===== src/rtl/shl_seq_a32_if.sv =====
// -----------------------------------------------------------------------------
// shl_seq_a32_if
//   Request/response bundle for the sequential 32-bit shift-left unit.
//
//   Signals
//     start  request; the unit accepts it only while busy is low
//     A      operand to shift (captured on the accepting edge)
//     B      shift amount; B[4:0] = distance, B[31:5] = overflow detect
//     rot    (only with SHL_ROTATE_EN) 1 = rotate left instead of shift
//     busy   operation in flight
//     done   one-cycle pulse when C carries a fresh result
//     C      result, held until the next completion
//
//   Modports
//     master  requester side: drives start/A/B(/rot), observes busy/done/C
//     slave   shifter side
//
//   Configuration macro: SHL_ROTATE_EN adds the rot request bit.
// -----------------------------------------------------------------------------
interface shl_seq_a32_if;
  logic        start;
  logic [31:0] A;
  logic [31:0] B;
`ifdef SHL_ROTATE_EN
  logic        rot;
`endif
  logic        busy;
  logic        done;
  logic [31:0] C;

`ifdef SHL_ROTATE_EN
  modport master (output start, A, B, rot, input  busy, done, C);
  modport slave  (input  start, A, B, rot, output busy, done, C);
`else
  modport master (output start, A, B, input  busy, done, C);
  modport slave  (input  start, A, B, output busy, done, C);
`endif
endinterface


===== src/rtl/shl_seq_a32.sv =====
// -----------------------------------------------------------------------------
// shl_seq_a32
//   Sequential 32-bit logical shift-left unit. The operand is captured on the
//   accepting edge, then shifted up to STEP bit positions per clock until the
//   remaining distance reaches zero; the following edge publishes the result
//   on C and pulses done for one cycle. Vacated low bits are zero filled and
//   bits pushed past bit 31 are lost. Distances of 32 or more (any of B[31:5]
//   set) give 0.
//
//   Parameters
//     STEP   bit positions shifted per clock; one of 1, 2, 4, 8, 16
//
//   Ports
//     clk    system clock, rising edge
//     rst    asynchronous active-high reset
//     bus    shl_seq_a32_if.slave (start, A, B[, rot], busy, done, C)
//
//   Configuration macro
//     SHL_ROTATE_EN  adds bus.rot; rot=1 rotates left by B[4:0] (B[31:5]
//                    ignored), same latency. Without it only shifts exist.
//
//   Latency: start accepted at edge k -> done high after edge
//   k + 1 + ceil(n / STEP), n = effective distance (0 on overflow).
// -----------------------------------------------------------------------------
module shl_seq_a32 #(
  parameter int STEP = 1
) (
  input  logic          clk,
  input  logic          rst,
  shl_seq_a32_if.slave  bus
);

  localparam logic [0:0] IDLE  = 1'b0;
  localparam logic [0:0] SHIFT = 1'b1;

  // STEP never exceeds 16, so the per-cycle amount fits the 5-bit counter.
  localparam logic [4:0] STEP_W = 5'(STEP);

  logic [0:0]  state_reg;
  logic [31:0] r_reg;      // working shift register
  logic [4:0]  n_reg;      // remaining distance
  logic [31:0] c_reg;      // published result
  logic        busy_reg;
  logic        done_reg;

  logic        rot_req;    // rotate requested on the current start
  logic        rot_mode;   // rotate mode of the operation in flight
  logic        clear_op;   // overflowing shift: result forced to zero
  logic [4:0]  amt;        // positions to move this cycle
  logic [31:0] stage [0:5];

`ifdef SHL_ROTATE_EN
  logic rot_reg;
  assign rot_req  = bus.rot;
  assign rot_mode = rot_reg;
`else
  assign rot_req  = 1'b0;
  assign rot_mode = 1'b0;
`endif

  // Rotation is modulo 32, so the overflow bits only matter for plain shifts.
  assign clear_op = (|bus.B[31:5]) & ~rot_req;

  // min(N, STEP) on 5 bits: the last cycle moves only what is left.
  assign amt = (n_reg < STEP_W) ? n_reg : STEP_W;

  // Five-stage logarithmic shifter driven by amt. Stage gi moves by 2**gi
  // when bit gi of amt is set; in rotate mode the bits leaving the top are
  // fed back in at the bottom instead of zeros.
  assign stage[0] = r_reg;
  for (genvar gi = 0; gi < 5; gi++) begin : g_stage
    localparam int SH = 1 << gi;
    logic [31:0] moved;
    assign moved = rot_mode ? {stage[gi][31-SH:0], stage[gi][31:32-SH]}
                            : {stage[gi][31-SH:0], {SH{1'b0}}};
    assign stage[gi+1] = amt[gi] ? moved : stage[gi];
  end

  always_ff @(posedge clk or posedge rst) begin
    if (rst) begin
      state_reg <= IDLE;
      r_reg     <= '0;
      n_reg     <= '0;
      c_reg     <= '0;
      busy_reg  <= 1'b0;
      done_reg  <= 1'b0;
`ifdef SHL_ROTATE_EN
      rot_reg   <= 1'b0;
`endif
    end else begin
      case (state_reg)
        IDLE: begin
          // done is a single-cycle pulse; it also drops when a back-to-back
          // request is accepted in the done cycle.
          done_reg <= 1'b0;
          if (bus.start) begin
            r_reg     <= clear_op ? '0 : bus.A;
            n_reg     <= clear_op ? '0 : bus.B[4:0];
            busy_reg  <= 1'b1;
            state_reg <= SHIFT;
`ifdef SHL_ROTATE_EN
            rot_reg   <= rot_req;
`endif
          end
        end
        SHIFT: begin
          if (n_reg != 5'd0) begin
            r_reg <= stage[5];
            n_reg <= n_reg - amt;
          end else begin
            c_reg     <= r_reg;
            done_reg  <= 1'b1;
            busy_reg  <= 1'b0;
            state_reg <= IDLE;
          end
        end
        default: state_reg <= IDLE;
      endcase
    end
  end

  assign bus.busy = busy_reg;
  assign bus.done = done_reg;
  assign bus.C    = c_reg;

endmodule

===== src/flat_wrapper.sv =====
// flat-port wrapper written by rule: the top's interface ports become plain ports
module shl_seq_a32_flat 
#(
  parameter int STEP = 1
)
  (clk, rst, bus_start, bus_A, bus_B, bus_busy, bus_done, bus_C);
  shl_seq_a32_if bus_i ();
  input  logic clk;
  input  logic rst;
  input wire logic [$bits(bus_i.start)-1:0] bus_start;
  input wire logic [$bits(bus_i.A)-1:0] bus_A;
  input wire logic [$bits(bus_i.B)-1:0] bus_B;
  output wire logic [$bits(bus_i.busy)-1:0] bus_busy;
  output wire logic [$bits(bus_i.done)-1:0] bus_done;
  output wire logic [$bits(bus_i.C)-1:0] bus_C;
  assign bus_i.start = bus_start;
  assign bus_i.A = bus_A;
  assign bus_i.B = bus_B;
  assign bus_busy = bus_i.busy;
  assign bus_done = bus_i.done;
  assign bus_C = bus_i.C;
  shl_seq_a32 #(.STEP(STEP)) u_core (.clk(clk), .rst(rst), .bus(bus_i));
endmodule

===== config.mk =====
export PLATFORM = sky130hd
export DESIGN_NAME = shl_seq_a32_flat
export DESIGN_NICKNAME = d
export VERILOG_FILES = /design/src/rtl/shl_seq_a32_if.sv /design/src/rtl/shl_seq_a32.sv /design/src/flat_wrapper.sv
export SDC_FILE = /design/constraint.sdc
export NUM_CORES = 1
export LEC_CHECK = 0
export BUFFER_PORTS_ARGS = -buffer_cell sky130_fd_sc_hd__buf_2
export CAP_MARGIN = 5
export CORE_MARGIN = 2
export CORE_UTILIZATION = 40
export CTS_CLUSTER_DIAMETER = 80
export DETAILED_ROUTE_END_ITERATION = 10
export PLACE_DENSITY_LB_ADDON = 0.25
export SYNTH_ARGS = -nofsm -noshare
export SYNTH_HDL_FRONTEND = slang
export SYNTH_SLANG_ARGS = --single-unit

===== constraint.sdc =====
create_clock -name clk -period 2.2 [get_ports clk]
set_input_delay 0.22 -clock clk [delete_from_list [all_inputs] [get_ports clk]]
set_output_delay 0.22 -clock clk [all_outputs]
set_load 0.005 [all_outputs]

==> qor.csv <==
metric,value,unit
status,completed,
XOR/XNOR share of the synthesized area,0.272,%
worst path cell trace,nor3_1 > and3_2 > buf_4 > mux2_2,
Worst Path Arrival,2.11,ns
post-placement setup slack,0.309,ns
Synth Register Bits,72,
Syn-to-layout area delta,27.8,%
mux contribution to synthesized area,11.2,%
CTS tree,done,
die extent in y,93.7,um
most frequent cells in the layout,"buf_2 (100), dfrtp_1 (72), o21ai_0 (49)",
final setup vio count,0,
Synth Flop Type,dfrtp_1,
required time worst endpoint,2.43,ns
drt first pass iters,4,
worst setup path startpoint,u_core.n_reg[1],
placer congestion estimate,0.835,
compound-cell area share of the yosys netlist,21.8,%
WP depth,4,
Worst path slowest cell,dfrtp_1,
sw power,1320,uW
Fin. Hold Viols,0,
Sw Share,32.9,%
maxcap violations,0,
Clk pwr share,32.3,%
"FFs w/ async S/R, synth",100,%
io pins,101,
first-pass GRT wire length,13.0,mm
Max Freq,531,MHz
Flop pwr share,38.3,%
Top delay family on crit path,simple AND/OR/NAND/NOR gates,
Post-Synth Adder-Cell Area,0.389,%
die footprint,8770,sq um
clock sink total,72,
Cell variety after synth,36,
CTS max path bufs,2,
"Largest stage delay, worst path",0.43,ns
Final Worst Setup Slack,0.316,ns
dpl hpwl,5.42,mm
PwrDens,980,nW/um^2
root buffer cell,clkbuf_8,
worst-path fanout max,19,
crit end category,register,
Rows,32,
HP Class,in -> async,
wire length per cell,15.6,um
initial antenna violation count,0,
Pint,2700,uW
Worst setup SP type,register,
total number of vias,2624,
initial core utilization,41.4,%
Syn Inst Count,278,
Post-Syn Area per Cell,11.6,sq um
minimum clock period,1.88,ns
YS warnings,0,
# DRC,0,
Tcrit/Tclk final,85.6,%
Ant. Diodes,0,
CTS Hold Buffers Added,0,
CTS buffer count,9,
worst r2r src,u_core.n_reg[1],
gr usage total,18.9,%
Post-CTS Resized,0,
post-route ant nets,0,
# port buffers,100,
Post-Route Skew,0.00806,ns
"Seq/Total Area, Yosys",56.0,%
Least-Margin Pin Slew,0.779,ns
WL final,7.65,mm
final setup TNS,0,ns
Leak Pwr,0.00203,uW
H-tree Lvls,3,
vias in the first global route,2669,
reg2reg path depth,4,
CORE AREA,7770,sq um
Slew Limit Headroom,48.0,%
main combinational cell family by area after synthesis,compound AO/OA/AOI/OAI gates,
chip width,93.7,um
layout cells sized above 1,46.3,%
RR Endpoint,u_core.bus.C[17],
worst-skew pair later-pin latency,0.34,ns
number of vias per cell,5.37,
CP Buf/Inv Count,1,
critical path class,reg -> reg,
"commonest non-fill, non-tap cell in the layout",buf_2,
1st-iter DRT viols,81,
RSZ-0062 raised after global routing,false,
clock-pin slew on the worst setup and hold paths,0.08,ns
syn nets,346,
r2r setup slk,0.32,ns
Critical Path End,u_core.bus.C[17],
Post-layout nets,450,
Peak VDD IR,0.607,mV
largest net degree at the start of global routing,37,
post-synthesis simple-gate area fraction,7.08,%
synthesized area,3220,sq um
final count of pins violating max slew,0,
"EDFF count, synth",0,
Gate power share,29.4,%
GR Overflow Total,0,
Setup Buffers After CTS,0,
-- synthesized netlist by cell type (3+ instances only) --
| cell type | n | area [sq um] |
|---|---|---|
| dfrtp_1 | 72 | 1800 |
| o21ai_0 | 49 | 245 |
| mux2_2 | 32 | 360 |
| a22oi_1 | 30 | 225 |
| clkbuf_1 | 11 | 41.3 |
| nand2_1 | 10 | 37.5 |
| o21ai_2 | 10 | 87.6 |
| nor2_1 | 8 | 30.0 |
| buf_2 | 5 | 25.0 |
| nor4_1 | 5 | 31.3 |
| a21oi_1 | 4 | 20.0 |
| inv_1 | 4 | 15.0 |
| o21ai_1 | 4 | 20.0 |
| a21o_1 | 3 | 22.5 |
| nor3_1 | 3 | 15.0 |
-- metal layers --
metal	vias to the layer above	share of wire [%]	track usage, %	wire length (um)
met5	-	0	0	0
met4	0	1.1	6.28	84
met3	7	5.6	5.70	427
met2	78	51	30.6	3890
met1	1286	43	24.4	3250
li1	1253	-	-	-
-- power groups by stage --
stage               combinational, uW  sequential (uW)  clock [uW]
floorplan                         832             1530           0
global placement                 1180             1560           0
detailed placement               1190             1560           0
CTS                              1200             1540        1330
global route                     1340             1560        1390
finish                           1180             1540        1300
-- worst min-delay path by stage --
stage,slack [ns],end,startpoint
floorplan,0.36,u_core.n_reg[1],bus_B[1]
global placement,0.40,u_core.bus.C[15],rst
detailed placement,0.41,u_core.bus.C[15],rst
CTS,0.02,u_core.bus.C[19],rst
global route,0.06,u_core.bus.C[17],rst
finish,0.02,u_core.bus.C[19],rst
-- cells by family (layout without fill, tap and decap cells) --
group,after synthesis,after routing
adders and majority gates,1,1
AOI/OAI and AO/OA,110,110
and+or+nand+nor,40,40
muxes,32,32
buffers and inverters,22,131
xor gates and xnor gates,1,1
DFF,72,72
-- layout make-up --
cell class              count  area (sq um)
flip-flops and latches     72          1800
inverters                   4          15.0
well taps                 102           128
clock inverters             5           103
clock buffers              11           151
fillers                   723          3660
multi-input cells         184          1320
repair buffers            111           596
-- per-stage QoR --
stage	instance area (sq um)	hold slack (ns)	power [uW]	utilization (%)	cells
3_5_place_dp	3850	0.407	2750	49.6	473
2_1_floorplan	3220	0.356	2360	-	278
6_report	4110	0.0153	4030	52.9	489
5_1_grt	4110	0.0572	4290	52.9	489
3_3_place_gp	3850	0.402	2740	49.6	473
4_1_cts	4110	0.0248	4060	52.9	489
Power figures use the tool's default switching activity.
